File: src/rtl/shift_cnt_pkg.sv
// Shared constants and helpers for the ring/Johnson shift counter.
// Optional self-correction is enabled by defining SHIFT_CNT_SELFCORRECT_EN.
package shift_cnt_pkg;

    localparam logic MODE_RING    = 1'b0;
    localparam logic MODE_JOHNSON = 1'b1;
    localparam logic DIR_LEFT     = 1'b0;
    localparam logic DIR_RIGHT    = 1'b1;

    function automatic int idx_width(input int w);
        return $clog2(2 * w);
    endfunction

endpackage

File: src/rtl/shift_cnt_decode.sv
// Combinational position decoder: maps a ring or Johnson state to its index
// and flags whether the state belongs to the selected sequence.
module shift_cnt_decode
    import shift_cnt_pkg::*;
#(
    parameter int WIDTH = 4,
    parameter int IDXW  = idx_width(WIDTH)
) (
    input  logic [WIDTH-1:0] q,
    input  logic             mode_q,
    output logic [IDXW-1:0]  idx,
    output logic             legal
);

    localparam int CW = IDXW + 1;

    logic [CW-1:0]   ones;
    logic [CW-1:0]   trans;
    logic [IDXW-1:0] pos;

    always_comb begin
        ones  = '0;
        trans = '0;
        pos   = '0;
        for (int i = 0; i < WIDTH; i++) begin
            if (q[i]) begin
                ones = ones + CW'(1);
                pos  = IDXW'(i);
            end
        end
        for (int i = 0; i < WIDTH - 1; i++) begin
            if (q[i] != q[i+1]) begin
                trans = trans + CW'(1);
            end
        end

        legal = 1'b0;
        idx   = '0;
        if (mode_q == MODE_RING) begin
            legal = (ones == CW'(1));
            if (legal) begin
                idx = pos;
            end
        end else begin
            // A Johnson state is a single run of ones touching one end.
            legal = (trans <= CW'(1));
            if (legal) begin
                if (q[0]) begin
                    idx = IDXW'(ones);
                end else if (ones != '0) begin
                    idx = IDXW'(CW'(2 * WIDTH) - ones);
                end
            end
        end
    end

endmodule

File: src/rtl/shift_counter.sv
// Ring/Johnson shift counter with enable, direction, parallel load, index and wrap.
// Define SHIFT_CNT_SELFCORRECT_EN to flag illegal states and force recovery to 1.
module shift_counter
    import shift_cnt_pkg::*;
#(
    parameter int WIDTH = 4,
    parameter int IDXW  = idx_width(WIDTH)
) (
    input  logic             clk,
    input  logic             rst,
    input  logic             en,
    input  logic             mode,
    input  logic             dir,
    input  logic             load,
    input  logic [WIDTH-1:0] load_val,
    output logic [WIDTH-1:0] q,
    output logic [IDXW-1:0]  idx,
    output logic             wrap,
    output logic             illegal
);

    localparam logic [WIDTH-1:0] Q_INIT = WIDTH'(1);

    logic             mode_q;
    logic [WIDTH-1:0] step_q;
    logic [IDXW-1:0]  step_idx;
    logic             cur_legal;
    logic             unused_step_legal;

    always_comb begin
        step_q = q;
        case ({mode_q, dir})
            {MODE_RING,    DIR_LEFT}:  step_q = {q[WIDTH-2:0], q[WIDTH-1]};
            {MODE_RING,    DIR_RIGHT}: step_q = {q[0], q[WIDTH-1:1]};
            {MODE_JOHNSON, DIR_LEFT}:  step_q = {q[WIDTH-2:0], ~q[WIDTH-1]};
            default:                   step_q = {~q[0], q[WIDTH-1:1]};
        endcase
    end

    shift_cnt_decode #(.WIDTH(WIDTH), .IDXW(IDXW)) u_dec_cur (
        .q      (q),
        .mode_q (mode_q),
        .idx    (idx),
        .legal  (cur_legal)
    );

    // Second decoder looks one step ahead so wrap can be registered.
    shift_cnt_decode #(.WIDTH(WIDTH), .IDXW(IDXW)) u_dec_step (
        .q      (step_q),
        .mode_q (mode_q),
        .idx    (step_idx),
        .legal  (unused_step_legal)
    );

`ifdef SHIFT_CNT_SELFCORRECT_EN
    assign illegal = ~cur_legal;
`else
    logic unused_cur_legal;
    assign unused_cur_legal = cur_legal;
    assign illegal          = 1'b0;
`endif

    always_ff @(posedge clk or negedge rst) begin
        if (!rst) begin
            q      <= Q_INIT;
            mode_q <= MODE_RING;
            wrap   <= 1'b0;
        end else if (load) begin
            q      <= load_val;
            mode_q <= mode;
            wrap   <= 1'b0;
        end else if (mode != mode_q) begin
            q      <= Q_INIT;
            mode_q <= mode;
            wrap   <= 1'b0;
`ifdef SHIFT_CNT_SELFCORRECT_EN
        end else if (illegal) begin
            q    <= Q_INIT;
            wrap <= 1'b0;
`endif
        end else if (en) begin
            q    <= step_q;
            wrap <= (step_idx == '0);
        end else begin
            wrap <= 1'b0;
        end
    end

endmodule

File: config.mk
export PLATFORM = sky130hd
export DESIGN_NAME = shift_counter
export DESIGN_NICKNAME = d
export VERILOG_FILES = /design/src/rtl/shift_cnt_pkg.sv /design/src/rtl/shift_cnt_decode.sv /design/src/rtl/shift_counter.sv
export SDC_FILE = /design/constraint.sdc
export NUM_CORES = 1
export LEC_CHECK = 0
export BUFFER_PORTS_ARGS = -buffer_cell sky130_fd_sc_hd__buf_2
export CAP_MARGIN = 0
export CORE_MARGIN = 8
export CORE_UTILIZATION = 25
export DETAILED_ROUTE_END_ITERATION = 12
export GPL_ROUTABILITY_DRIVEN = 0
export PLACE_DENSITY = 0.42
export REMOVE_ABC_BUFFERS = 1
export SLEW_MARGIN = 20
export SYNTH_ARGS = -nofsm -noshare
export SYNTH_HDL_FRONTEND = slang
export SYNTH_SLANG_ARGS = --single-unit
File: constraint.sdc
create_clock -name clk -period 6.1 [get_ports clk]
set_clock_uncertainty 0.05 [all_clocks]
set_input_delay 0.915 -clock clk [delete_from_list [all_inputs] [get_ports clk]]
set_output_delay 0.915 -clock clk [all_outputs]
set_load 0.03 [all_outputs]
==> metrics, run 1 <==
residual DRC count 0; Reg clk slew, reported paths 0.04 ns; Core Box Area 3633 um2; quantity of hold-fixing buffers added after cts 0; GRT Overall Usage 7.582%; max-slew violations 0; asr flop ratio synth 100.0%; clock latency at the later pin of the worst-skew pair 0.22 ns; Tcrit/Tclk final 63.70%; I/O Buffers 17; Final Util 29.89%; Die Ht just under 80 um; cell row count 22; design internal power 156.9 uW; Post-synth top cells 13 x a21oi_1, 13 x ha_1, 13 x inv_1, 8 x nor2_1, 6 x o21ai_0; switching pwr 125.0 uW; final wirelength 2178 um; share of cells above drive strength 1 21.88%; vias in the first global route 789; sw frac 44.34%; Fmax between 200 and 300 MHz; final hold vios 0; Final Setup Violations 0; postcts setup bufs 0; register area share after synthesis 16.22%; Crit Path Class reg -> out; Post-CTS Resized 0; H-tree depth 1; biggest area consumer among synthesized cells ha_1; fin nets 154; drt wl/cell 12.38 um; synthesis-to-finish area growth 16.35%; P_leak roughly 0.00053 uW; yosys synthesis warning count 0; antenna violations before repair 0; Mapped Cells 113; Slowest cell on crit path dfstp_2; Startpoint Class register; TritonCTS clock tree built; worst-case clock buffer depth 2; Final Cell Area 1086 um2; VDD IR max 139.2 uV; detailed-route via count a little under 800; global route overflow 0; DP HPWL 1812 um; ant diodes 0; CP max FO 9; sequential share of power 18.2%; largest net degree at the start of global routing 10; die area 5945 um2; dpl cell area around 1000 um2; Root Driver clkbuf_8; CP cell instances inv_1 > ha_1 > xor2_1 > ha_1 > mux2i_1 > ha_1 > nor2b_1 > a211oi_1 > or2_2 > buf_2; Sink Count 6; register bit total from synthesis 6; Post-synth EDFFs 0; Critical Path End Type output pin; Tmin final 3.886 ns; CTS Buf Count 3; Initial Utilization 25.69%; DR iter-0 viols 22; Synth Flop Type dfrtp_1; synth unique cells 38; Pwr Density 259.5 nW/um2; Hold WS 0.4528 ns; Data arrival, critical path 2.92 ns; vias per inst 4.415; max_cap viols 0; Req. time, crit path slightly above 5 ns; share of the synthesized area in the top cell type 17.43%; 1st-pass router iterations 3; Synth Area per Inst approximately 8.3 um2; Comb pwr share 59.2%; Synth area leaders ha_1 17%, dfrtp_1 13%, a21oi_1 7.0%; Ports 19; clock power share 22.6%; worst hold path class in -> async; Synth Cell Area 933.4 um2; RSZ-0062 raised after global routing false; chip width 77.11 um; first-pass GRT wire length 3739 um; Setup TNS Final 0 ns; Top cell by count, worst path ha_1; Routed Antenna Nets 0; status finished, final reports clean; Overall Power 281.9 uW; crit-path max cell delay 0.62 ns
==> worst max-delay path: cells and delay by family (launching register included) <==
kind                     cells  cell delay [ns]
AND/OR/NAND/NOR              2             0.26
buffers and inverters        2             0.26
adder cells (fa/ha/maj)      3             0.92
XOR/XNOR                     1             0.25
multiplexers                 1             0.24
AO/OA/AOI/OAI                1             0.14
flip-flops                   1             0.62
==> sequential cells by signal, indices dropped and copies added (netlist names) <==
name and flops:
mode_q 1, wrap 1, q 4
==> final timing paths <==
kind                                    endpoint  slack, ns          startpoint  depth (start not counted)
worst max-delay path                      idx[1]       2.21    q[0]$_DFFE_PN1P_                         10
worst min-delay path            q[1]$_DFFE_PN0P_       0.45                 rst                          1
worst max register to register    wrap$_DFF_PN0_       2.87  mode_q$_DFFE_PN0P_                         12
worst min register to register  q[0]$_DFFE_PN1P_       0.51    q[0]$_DFFE_PN1P_                          2
max in group asynchronous       q[0]$_DFFE_PN1P_       5.33                 rst                          1
min in group clk                q[0]$_DFFE_PN1P_       0.51    q[0]$_DFFE_PN1P_                          2
==> metrics by stage <==
step | setup WS [ns] | instances
after floorplan | 2.310 | 107
after global placement | 2.306 | 172
after detailed placement | 2.390 | 172
after CTS | 2.212 | 176
after global routing | 2.060 | 176
final | 2.214 | 176
==> cell type report <==
cell class / count / area (um2)
sequential: 6 / 151.4
timing repair buffer: 17 / 85.08
clock buffer: 4 / 45.04
multi-input combinational: 87 / 689.4
tap: 48 / 60.06
fill: 412 / 2547
inverter: 14 / 55.05
==> cells in the final DEF, fill, tap and decap left out, types with 3 or more instances in the layout <==
cell type  instances
buf_2             17
inv_1             13
a21oi_1           13
ha_1              13
nor2_1             8
o21ai_0            6
nand2_1            5
dfrtp_1            5
xnor2_1            4
mux2i_1            4
xor2_1             3
nand3_1            3
nand2b_1           3
clkbuf_8           3
==> power by group through the flow <==
stage	clock network (uW)	registers (uW)	logic, uW
finish	63.8	51.2	167
global route	69.3	52.5	189
CTS	66.4	51.6	168
detailed placement	0	52.0	167
global placement	0	51.7	167
floorplan	0	56.3	124
==> logic make-up after synthesis <==
family	share of synthesized area, %
xor+xnor	11.26
mux	7.507
simple gates	15.15
other cells	0.4018
flops	16.22
compound gates	17.83
fa+ha+maj	21.72
buf+inv	9.920
==> metal layers <==
metal,part of all wire [%],GRT usage [%],vias to the layer above
met2,49,13.25,8
li1,-,-,407
met4,0.87,2.264,0
met1,48,8.774,359
met3,2.7,1.981,3
met5,0,0,-
No activity file was read; power rests on OpenSTA's default activity.
==> inputs of run 2 (changes only) <==
ABC_AREA = 1   (was unset)
PLACE_DENSITY = 0.43   (was 0.42)
clock period = 3.4 ns   (was 6.1 ns; I/O delays follow)
==> metrics, run 2 <==
status finished, final reports clean; Post-synth top cells 35 x nand2_1, 19 x inv_1, 13 x ha_1, 7 x nor2_1; Core Box Area 3661 um2 (+0.76%); Sink Count 6 (unchanged); GRT Overall Usage 7.769% (+0.19 points); chip width 77.55 um (+0.58%); antenna violations before repair 0 (unchanged); vias per inst 4.410 (-0.11%); most frequent cells in the layout 35 x nand2_1, 17 x inv_1, 15 x buf_2; P_leak 0.0006301 uW (+18%); Top cell by count, worst path ha_1; most common cell after layout, fill and taps aside nand2_1; clock latency at the later pin of the worst-skew pair 0.22 ns (about the same); Critical Path End Type output pin; fin cells 205 (+16%); Initial Utilization 25.87% (+0.18 points); CP Launch Point q[0]$_DFFE_PN1P_; worst-case clock buffer depth 2 (unchanged); Root Driver clkbuf_8; largest net degree at the start of global routing 9 (-1); Reg2Reg Setup Slack 0.34 ns (-2.53 ns); synthesis-to-finish area growth 26.42%; count leader, synth nand2_1; Compound-Gate Fraction of Synth Area 10.70% (-7.1 points); Synth Cell Area 947.2 um2 (+1.5%); synth unique cells 38 (unchanged); Synth Flop Type dfrtp_1; Tmin final 3.257 ns; H-tree depth 1 (unchanged); fin nets 183 (+19%); VDD IR max 82.89 uV (-40%); Fmax 307.1 MHz; CP cell instances clkinvlp_4 > ha_4 > xor2_2 > ha_1 > mux2i_2 > ha_1 > inv_1 > o41ai_2 > buf_4; Synth Area per Inst 7.016 um2 (-15%); CP max FO 6 (-3); Tcrit/Tclk final 95.79%; vias in the first global route 901 (+14%); Pwr Density 507.3 nW/um2 (+95%); Ports 19 (unchanged); cell row count 22 (unchanged); die area 6014 um2 (+1.2%); Req. time, crit path 2.84 ns (-2.29 ns); dpl cell area 1094 um2 (+5.0%); Post-synth EDFFs 0 (unchanged); combinational family with the most area after synthesis simple AND/OR/NAND/NOR gates; Overall Power 607.4 uW (+120%); Routed Antenna Nets 0 (unchanged); detailed-route via count 904 (+16%); Startpoint Class register; final hold vios 0 (unchanged); global route overflow 0 (unchanged); DR iter-0 viols 36 (+64%); max_cap viols 0 (unchanged); 1st-pass router iterations 4 (+1); first-pass GRT wire length 3939 um (+5.3%); Synth area leaders ha_1 17%, nand2_1 14%, dfrtp_1 13%; Die Ht 77.55 um (+0.58%); crit-path max cell delay 0.59 ns (-0.03 ns); drt wl/cell 11.50 um (-7.1%); CTS Buf Count 3 (unchanged); Reg clk slew, reported paths 0.04 ns (about the same); largest registers q: 4 flops, mode_q: 1 flops, wrap: 1 flops; Placed Cells 199 (+16%); simple-gate portion of the synthesized area 31.04% (+16 points); Mapped Cells 135 (+19%); residual DRC count 0 (unchanged); Crit Path Class reg -> out; share of the synthesized area in the top cell type 17.17% (-0.25 points); FF-to-FF End wrap$_DFF_PN0_; ant diodes 0 (unchanged); biggest area consumer among synthesized cells ha_1; yosys synthesis warning count 0 (unchanged); Synth Area in Adders 21.40% (-0.32 points); Data arrival, critical path 2.70 ns (-0.22 ns); asr flop ratio synth 100.0% (unchanged); Final Setup Violations 0 (unchanged); share of cells above drive strength 1 32.48% (+11 points); worst r2r src q[0]$_DFFE_PN1P_; register bit total from synthesis 6 (unchanged); Final Cell Area 1197 um2 (+10%); max FFs per register 4 (unchanged); Slowest cell on crit path dfstp_2; final wirelength 2357 um (+8.2%); Biggest register q; max-slew violations 0 (unchanged); worst hold path class in -> async; I/O Buffers 17 (unchanged); multiplexer share of the synthesized area 1.057% (-6.4 points); TritonCTS clock tree built; DP HPWL 2036 um (+12%); worst reg2reg path depth 17 (+5); register area share after synthesis 15.98% (-0.24 points); xor-xnor portion of the synthesized cell area 7.133% (-4.1 points)
-- run 2: changes by cell type in the layout (fill, tap and decap cells not counted), sizes merged, moves of 2 or more --
cell | before | now
mux2 | 2 | 0
inv | 14 | 22
o21ai | 6 | 4
nand2 | 5 | 42
a21oi | 13 | 6
a22oi | 0 | 2
buf | 17 | 22
nand3 | 3 | 7
mux2i | 4 | 1
a211oi | 2 | 0
xnor2 | 5 | 2
nand2b | 3 | 0
nor2b | 2 | 0
-- run 2: through the flow --
stage	utilization, %	setup TNS [ns]	hold WS (ns)	setup slack, ns
after floorplan	-	-0.3591	0.1644	-0.3156
after global placement	29.87	0	0.2889	0.2587
after detailed placement	29.87	0	0.2934	0.1443
after CTS	31.61	0	0.05112	0.01752
after global routing	32.71	-0.01770	0.05353	-0.01770
final	32.71	0	0.04874	0.1433
-- run 2: power breakdown --
group / internal (uW) / switching (uW)
Clock: 80.9 / 33.7
Combinational: 157 / 242
Sequential: 80.8 / 13.3
-- run 2: logic make-up (layout without fill, tap and decap cells) --
kind of cell	count (synthesis)	after routing
other cells	1	1
buf+inv	28	50
fa+ha+maj	15	15
compound gates	16	16
flops	6	6
simple gates	62	62
mux	1	1
xor+xnor	6	6
-- run 2: area by class of cell --
cell class | count | area [um2]
clock buffers | 4 | 45.04
fillers | 409 | 2464
inverters | 24 | 98.84
multi-input cells | 101 | 714.4
flip-flops and latches | 6 | 151.4
well taps | 48 | 60.06
repair buffers | 22 | 127.6
-- run 2: metal layers --
metal  GRT usage [%]  up-vias  part of all wire, %
met2           14.24       13                   52
met4           3.962        0                  1.9
met3           1.843        4                  4.2
met5               0        -                    0
met1           8.045      425                   42
li1                -      462                    -
-- run 2: how the worst max path moves through the flow --
stage,slack [ns],to
detailed placement,0.14,idx[1]
global placement,0.26,idx[1]
floorplan,-0.32,idx[1]
finish,0.14,idx[1]
CTS,0.02,idx[1]
global route,-0.02,idx[0]
-- run 2: critical path, delay by kind of cell (launching register included) --
family | cells | cell delay, ns
fa+ha+maj | 3 | 0.79
flops | 1 | 0.59
buf+inv | 3 | 0.42
compound gates | 1 | 0.31
mux | 1 | 0.21
xor+xnor | 1 | 0.15
-- run 2: what timing repair did --
action,in CTS,in global routing
hold buffers,0,0
pin swaps,0,1
setup buffers,0,2
setup endpoints to repair,2,2
gates resized for setup,3,7
